$ cat src/rtl/if_prefetch_pkg.sv
// -----------------------------------------------------------------------------
// if_prefetch_pkg
//   Shared constants for the Riscv151 instruction-fetch front end.
//   PC_RESET_VAL : first fetch address after reset
//   INSTR_NOP    : encoding presented on the instruction bus when nothing is
//                  queued (addi x0, x0, 0)
//   FETCH_DEPTH  : core-level default depth of the prefetch queue
// -----------------------------------------------------------------------------
package if_prefetch_pkg;

  localparam logic [31:0] PC_RESET_VAL = 32'h0000_2000;
  localparam logic [31:0] INSTR_NOP    = 32'h0000_0013;
  localparam int unsigned FETCH_DEPTH  = 4;

endpackage : if_prefetch_pkg

$ cat src/rtl/fetch_fifo.sv
// -----------------------------------------------------------------------------
// fetch_fifo
//   Synchronous FIFO holding {pc, instruction} pairs for the prefetch queue.
//   The head entry is presented combinationally from storage (show-ahead), so
//   the consumer sees the oldest entry without a read latency.
//
//   clk       in   clock, rising edge
//   rst_n     in   asynchronous active-low reset
//   flush_i   in   drop all entries (pointers and count to zero); wins over
//                  any write or read in the same cycle
//   wr_en_i   in   push wr_data_i (ignored when full)
//   wr_data_i in   WIDTH-bit entry
//   rd_en_i   in   pop the head (ignored when empty)
//   rd_data_o out  head entry; only meaningful while !empty_o
//   count_o   out  occupied entries, 0..DEPTH
//   empty_o   out  no entries
//   full_o    out  DEPTH entries
// -----------------------------------------------------------------------------
module fetch_fifo #(
  parameter  int unsigned WIDTH = 64,
  parameter  int unsigned DEPTH = 4,
  localparam int unsigned PTR_W = $clog2(DEPTH),
  localparam int unsigned CNT_W = $clog2(DEPTH + 1)
) (
  input  logic             clk,
  input  logic             rst_n,
  input  logic             flush_i,
  input  logic             wr_en_i,
  input  logic [WIDTH-1:0] wr_data_i,
  input  logic             rd_en_i,
  output logic [WIDTH-1:0] rd_data_o,
  output logic [CNT_W-1:0] count_o,
  output logic             empty_o,
  output logic             full_o
);

  logic [WIDTH-1:0] mem_q [DEPTH];
  logic [PTR_W-1:0] wr_ptr_q, rd_ptr_q;
  logic [CNT_W-1:0] count_q;
  logic             do_wr, do_rd;

  assign empty_o = (count_q == '0);
  assign full_o  = (count_q == CNT_W'(DEPTH));
  assign do_wr   = wr_en_i & ~full_o  & ~flush_i;
  assign do_rd   = rd_en_i & ~empty_o & ~flush_i;

  // DEPTH is a power of two, so the pointers wrap by plain overflow.
  always_ff @(posedge clk or negedge rst_n) begin
    if (!rst_n) begin
      wr_ptr_q <= '0;
      rd_ptr_q <= '0;
      count_q  <= '0;
    end else if (flush_i) begin
      wr_ptr_q <= '0;
      rd_ptr_q <= '0;
      count_q  <= '0;
    end else begin
      if (do_wr) wr_ptr_q <= wr_ptr_q + PTR_W'(1);
      if (do_rd) rd_ptr_q <= rd_ptr_q + PTR_W'(1);
      case ({do_wr, do_rd})
        2'b10:   count_q <= count_q + CNT_W'(1);
        2'b01:   count_q <= count_q - CNT_W'(1);
        default: count_q <= count_q;
      endcase
    end
  end

  // NOTE: storage has no reset; count_q alone decides which entries are live,
  // so clearing the array would only add reset fan-out.
  always_ff @(posedge clk) begin
    if (do_wr) mem_q[wr_ptr_q] <= wr_data_i;
  end

  assign rd_data_o = mem_q[rd_ptr_q];
  assign count_o   = count_q;

endmodule : fetch_fifo

$ cat src/rtl/if_prefetch.sv
// -----------------------------------------------------------------------------
// if_prefetch
//   Decoupled instruction-fetch front end. Issues sequential word fetches to
//   the instruction cache, tracks the single outstanding request across
//   memory stalls, buffers returned words with their PCs in a fetch_fifo and
//   restarts at the EX redirect target on a taken branch/jump.
//
//   clk            in   clock, rising edge
//   reset          in   asynchronous active-low reset
//   redirect_valid in   EX redirect request (highest priority)
//   redirect_pc    in   redirect target; bits [1:0] ignored
//   stall          in   memory stall; cache neither samples nor advances
//   icache_addr    out  fetch address (registered fetch PC)
//   icache_re      out  request strobe; sampled by cache when !stall
//   icache_dout    in   read data, valid one unstalled cycle after sampling
//   inst_valid     out  queue head valid
//   inst           out  head instruction, INSTR_NOP when empty
//   inst_pc        out  head PC, last popped PC when empty
//   inst_ready     in   EX consumes the head this cycle
//   count          out  occupied queue entries
// -----------------------------------------------------------------------------
module if_prefetch
  import if_prefetch_pkg::*;
#(
  parameter  int unsigned     XLEN     = 32,
  parameter  int unsigned     DEPTH    = FETCH_DEPTH,
  parameter  logic [XLEN-1:0] PC_RESET = XLEN'(PC_RESET_VAL),
  localparam int unsigned     CNT_W    = $clog2(DEPTH + 1)
) (
  input  logic             clk,
  input  logic             reset,
  input  logic             redirect_valid,
  input  logic [XLEN-1:0]  redirect_pc,
  input  logic             stall,
  output logic [XLEN-1:0]  icache_addr,
  output logic             icache_re,
  input  logic [XLEN-1:0]  icache_dout,
  output logic             inst_valid,
  output logic [XLEN-1:0]  inst,
  output logic [XLEN-1:0]  inst_pc,
  input  logic             inst_ready,
  output logic [CNT_W-1:0] count
);

  localparam logic [XLEN-1:0] NOP_WORD = XLEN'(INSTR_NOP);

  logic [XLEN-1:0]   fetch_pc_q, fetch_pc_d;
  logic [XLEN-1:0]   req_pc_q,   req_pc_d;
  logic [XLEN-1:0]   last_pc_q,  last_pc_d;
  logic              req_valid_q, req_valid_d;

  logic              credit_ok, issue, fire, capture, pop;
  logic              fifo_empty, fifo_full;
  logic [CNT_W-1:0]  fifo_count;
  logic [2*XLEN-1:0] fifo_head;
  logic [XLEN-1:0]   head_pc, head_inst;

  // A request may only go out if its word is guaranteed a free slot on
  // return: queued entries plus the one in flight must stay below DEPTH.
  assign credit_ok = ~fifo_full & ~(req_valid_q & (fifo_count == CNT_W'(DEPTH - 1)));
  assign issue     = ~redirect_valid & credit_ok;
  assign fire      = issue & ~stall;
  // A redirect discards the returning word and blocks the pop.
  assign capture   = req_valid_q & ~stall & ~redirect_valid;
  assign pop       = ~fifo_empty & inst_ready & ~redirect_valid;

  // Gating with reset keeps the strobe low for the whole reset window
  // while still allowing the first fetch in the cycle reset is released.
  assign icache_re   = reset & issue;
  assign icache_addr = fetch_pc_q;

  // NOTE: defaults are assigned first so every path sets every _d signal;
  // a missing default here would infer a latch.
  always_comb begin
    fetch_pc_d  = fetch_pc_q;
    req_pc_d    = req_pc_q;
    req_valid_d = req_valid_q;
    last_pc_d   = last_pc_q;

    if (redirect_valid) begin
      fetch_pc_d  = {redirect_pc[XLEN-1:2], 2'b00};
      req_valid_d = 1'b0;
    end else begin
      if (fire) begin
        req_pc_d    = fetch_pc_q;
        fetch_pc_d  = fetch_pc_q + XLEN'(4);
        req_valid_d = 1'b1;
      end else if (capture) begin
        req_valid_d = 1'b0;
      end
      if (pop) last_pc_d = head_pc;
    end
  end

  // NOTE: state registers use non-blocking assignment so every flop samples
  // the values from before the edge, independent of statement order.
  always_ff @(posedge clk or negedge reset) begin
    if (!reset) begin
      fetch_pc_q  <= PC_RESET;
      req_pc_q    <= PC_RESET;
      req_valid_q <= 1'b0;
      last_pc_q   <= PC_RESET;
    end else begin
      fetch_pc_q  <= fetch_pc_d;
      req_pc_q    <= req_pc_d;
      req_valid_q <= req_valid_d;
      last_pc_q   <= last_pc_d;
    end
  end

  fetch_fifo #(
    .WIDTH (2 * XLEN),
    .DEPTH (DEPTH)
  ) u_fifo (
    .clk       (clk),
    .rst_n     (reset),
    .flush_i   (redirect_valid),
    .wr_en_i   (capture),
    .wr_data_i ({req_pc_q, icache_dout}),
    .rd_en_i   (pop),
    .rd_data_o (fifo_head),
    .count_o   (fifo_count),
    .empty_o   (fifo_empty),
    .full_o    (fifo_full)
  );

  assign head_pc   = fifo_head[2*XLEN-1:XLEN];
  assign head_inst = fifo_head[XLEN-1:0];

  assign inst_valid = ~fifo_empty;
  assign inst       = fifo_empty ? NOP_WORD  : head_inst;
  assign inst_pc    = fifo_empty ? last_pc_q : head_pc;
  assign count      = fifo_count;

endmodule : if_prefetch

$ cat config.mk
export PLATFORM = sky130hd
export DESIGN_NAME = if_prefetch
export DESIGN_NICKNAME = d
export VERILOG_FILES = /design/src/rtl/if_prefetch_pkg.sv /design/src/rtl/fetch_fifo.sv /design/src/rtl/if_prefetch.sv
export SDC_FILE = /design/constraint.sdc
export NUM_CORES = 1
export LEC_CHECK = 0
export CAP_MARGIN = 20
export CELL_PAD_IN_SITES_DETAIL_PLACEMENT = 2
export CELL_PAD_IN_SITES_GLOBAL_PLACEMENT = 2
export CORE_MARGIN = 1
export CORE_UTILIZATION = 37
export CTS_BUF_LIST = sky130_fd_sc_hd__clkbuf_2 sky130_fd_sc_hd__clkbuf_4 sky130_fd_sc_hd__clkbuf_8
export DETAILED_ROUTE_END_ITERATION = 7
export PLACE_DENSITY_LB_ADDON = 0.08
export SYNTH_ARGS = -nofsm -noshare
export SYNTH_HDL_FRONTEND = slang
export SYNTH_SLANG_ARGS = --single-unit
$ cat constraint.sdc
create_clock -name clk -period 3.5 [get_ports clk]
set_clock_uncertainty 0.2 [all_clocks]
set_input_delay 0.35 -clock clk [delete_from_list [all_inputs] [get_ports clk]]
set_output_delay 0.35 -clock clk [all_outputs]
set_load 0.01 [all_outputs]
==> results <==
cell usage after synthesis (3+ instances only):
master / number / area share
a41oi_1: 3 / 0.0019
nand4_1: 11 / 0.0049
inv_1: 10 / 0.0027
and3_1: 8 / 0.0036
nand3_1: 18 / 0.0064
a221o_1: 4 / 0.0028
a31oi_1: 4 / 0.0018
dfrtp_1: 95 / 0.17
buf_4: 4 / 0.0021
o311ai_0: 6 / 0.0037
buf_1: 6 / 0.0016
mux2_2: 30 / 0.024
o21ai_0: 26 / 0.0092
o211ai_1: 13 / 0.0069
nand2_1: 205 / 0.055
nor3_1: 7 / 0.0025
mux4_2: 62 / 0.099
ha_1: 5 / 0.0044
xor2_1: 3 / 0.0019
or2_2: 4 / 0.0018
and2_1: 35 / 0.016
dfstp_2: 3 / 0.0056
or3_1: 3 / 0.0013
edfxtp_1: 248 / 0.53
buf_2: 17 / 0.0060
clkbuf_1: 25 / 0.0067
a21oi_1: 7 / 0.0025
nor2_1: 18 / 0.0048
xnor2_1: 4 / 0.0025
stage by stage:
stage	hold slack, ns	area, um^2	instances	utilization	total power, mW
global placement	0.270	16500	1576	0.440	9.21
finish	0.101	17800	1693	0.473	12.8
detailed placement	0.298	16500	1576	0.440	9.33
global route	0.0881	17800	1693	0.473	13.5
CTS	0.0589	17800	1693	0.473	13.1
floorplan	-0.146	14100	920	-	7.24
power groups by stage:
stage | clock (mW) | sequential [mW] | combinational [mW]
floorplan | 0 | 5.26 | 1.98
global placement | 0 | 5.42 | 3.79
detailed placement | 0 | 5.47 | 3.86
CTS | 3.75 | 5.36 | 3.96
global route | 3.94 | 5.41 | 4.18
finish | 3.63 | 5.35 | 3.83
layout make-up:
cell class                      instances  area share
Sequential cell                       346       0.557
Inverter                               11     0.00232
Clock inverter                         24     0.00640
Timing Repair Buffer                  202       0.116
Clock buffer                           88      0.0603
Multi-Input combinational cell        511       0.222
Tap cell                              511      0.0359
flip-flops by register name (all words and copies together) (netlist names):
register / flops
icache_addr: 30
last_pc_q: 30
req_pc_q: 30
req_valid_q: 1
u_fifo.count_o: 3
u_fifo.mem_q: 248
u_fifo.rd_ptr_q: 2
u_fifo.wr_ptr_q: 2
critical path, cell delays in order, from the launching register on:
cell and delay (ns):
dfrtp_4 0.55, buf_12 0.20, mux4_2 0.51, or2_2 0.28, clkdlybuf4s50_1 0.47
final timing paths:
path	startpoint	endpoint	slack [ns]	cells past startpoint
worst max-delay path	u_fifo.rd_ptr_q[0]	inst[1]	0.30	4
worst min-delay path	redirect_pc[2]	icache_addr[2]	0.10	3
worst max register to register	u_fifo.count_o[2]	req_pc_q[26]	0.81	6
worst min register to register	last_pc_q[12]	last_pc_q[12]	0.31	1
max in group asynchronous	reset	u_fifo.rd_ptr_q[0]	2.32	3
min in group asynchronous	reset	last_pc_q[24]	0.26	3
metal layers:
metal,global-route usage,up-vias
li1,-,3877
met1,0.272,4447
met2,0.333,228
met3,0.0420,60
met4,0.0594,2
met5,0,-
cells in the final DEF, fill, tap and decap left out, drive strengths merged, types with 3 or more instances in the layout:
cell type and instances:
a21oi 7, a221o 4, a31oi 4, a41oi 3
and2 35, and3 8, buf 39, clkbuf 88
clkdlybuf4s50 161, clkinv 21, clkinvlp 3, conb 4
dfrtp 95, dfstp 3, edfxtp 248, ha 5
inv 11, mux2 30, mux4 62, nand2 205
nand3 18, nand4 11, nor2 18, nor3 8
nor4 3, o211ai 13, o21ai 26, o311ai 7
or2 4, or3 3, xnor2 4, xor2 3
kinds of logic after synthesis:
family | after synthesis | share of synthesized area
flops | 346 | 0.704
buf+inv | 63 | 0.0194
compound gates | 77 | 0.0373
simple gates | 323 | 0.105
mux | 94 | 0.125
fa+ha+maj | 6 | 0.00587
other cells | 1 | 0.000266
xor+xnor | 7 | 0.00436
what timing repair did:
item / CTS / global route
setup buffers: 3 / 0
setup endpoints to repair: 11 / 0
endpoints found under the hold margin: 101 / 0
hold buffers: 2 / 0
==> impl_metrics.tcl <==
set metrics [dict create \
    grt_antenna_before_repair 1 \
    endpoint_kind "output port" \
    wl_met1_um 16400 \
    ys_ff_latch 346 \
    die_y_um 197 \
    start_util 0.375 \
    critical_path_required_ns 2.95 \
    clock_path_buffers 3 \
    die_x_um 197 \
    p_seq_frac 0.418 \
    p_sw_mw 3.92 \
    ys_seq_area_frac 0.704 \
    grt_first_pass_wirelength_um 59000 \
    overflow 0 \
    drc 0 \
    p_comb_frac 0.299 \
    synthArstFlopShare 0.283 \
    worst_pin_slew_ns 0.619 \
    routed_wl_um 37800 \
    root_buffer "clkbuf_8" \
    rows 71 \
    irDropWorstVdd_mv 0.334 \
    num_vias 8614 \
    switching_share 0.306 \
    worstPathMaxFanout 13 \
    outcome "finished clean" \
    maxSlewHeadroom 0.587 \
    tns_ns 0 \
    grt_max_degree 99 \
    multiInputGateArea_mm2 0.00394 \
    clock-sinks 346 \
    setup_slack_ns 0.299 \
    area_delta_synth_final_pct 26.4 \
    pre_cts_ws_ns 0.522 \
    seq_area_mm2 0.00991 \
    grt_usage 0.203 \
    drv_cap 0 \
    yosysWarnings 0 \
    coreArea_mm2 0.0376 \
    synthCells 917 \
    arrival_ns 2.65 \
    clkTransAtPathRegs_ns 0.06 \
    rsz0062_at_grt "no" \
    drive_above_1_share 0.216 \
    n_fill_cell 3524 \
    met3_length_um 2090 \
    routed.top_layer "met5" \
    die_area_mm2 0.0388 \
    synth.distinct_cells 55 \
    post-dp-hpwl_um 23900 \
    setup_viol 0 \
    hold_class "in2reg" \
    synth_edf_count 248 \
    path_class "reg2out" \
    critPathLaunchType "flop" \
    clkLatencyLatePin_ns 0.62 \
    synth_ff_type "edfxtp_1" \
    dr_wl_met2_um 18500 \
    p_leak_nw 6.42 \
    cts_tree "built" \
    postCtsResizedCells 0 \
    p_int_mw 8.89 \
    place_congestion 0.740 \
    period_needed_ns 3.20 \
    clock.fmax_mhz 312 \
    first_iter_violations 393 \
    ant_nets 0 \
    hold_viol_final 0 \
    io_pins 170 \
    htree_levels 2 \
    pwr-share-clk 0.283 \
    powerDensity_mw_per_mm2 720 \
    num_antenna_cells 0 \
    fin_nets 1206 \
    routed_via_density 5.09 \
    synth_area_mm2 0.0141 \
    grt_pass1_vias 9709 \
    post-route-period-util 0.915 \
    routedWlPerCell_um 22.3 \
    drt_pass1_iterations 5 \
    slew_viol_final 0 \
    synth_area_per_cell_um2 15.3 \
    place.port_buffers 163 \
    cts_made_buffers 59 \
]
Power figures use the tool's default switching activity.
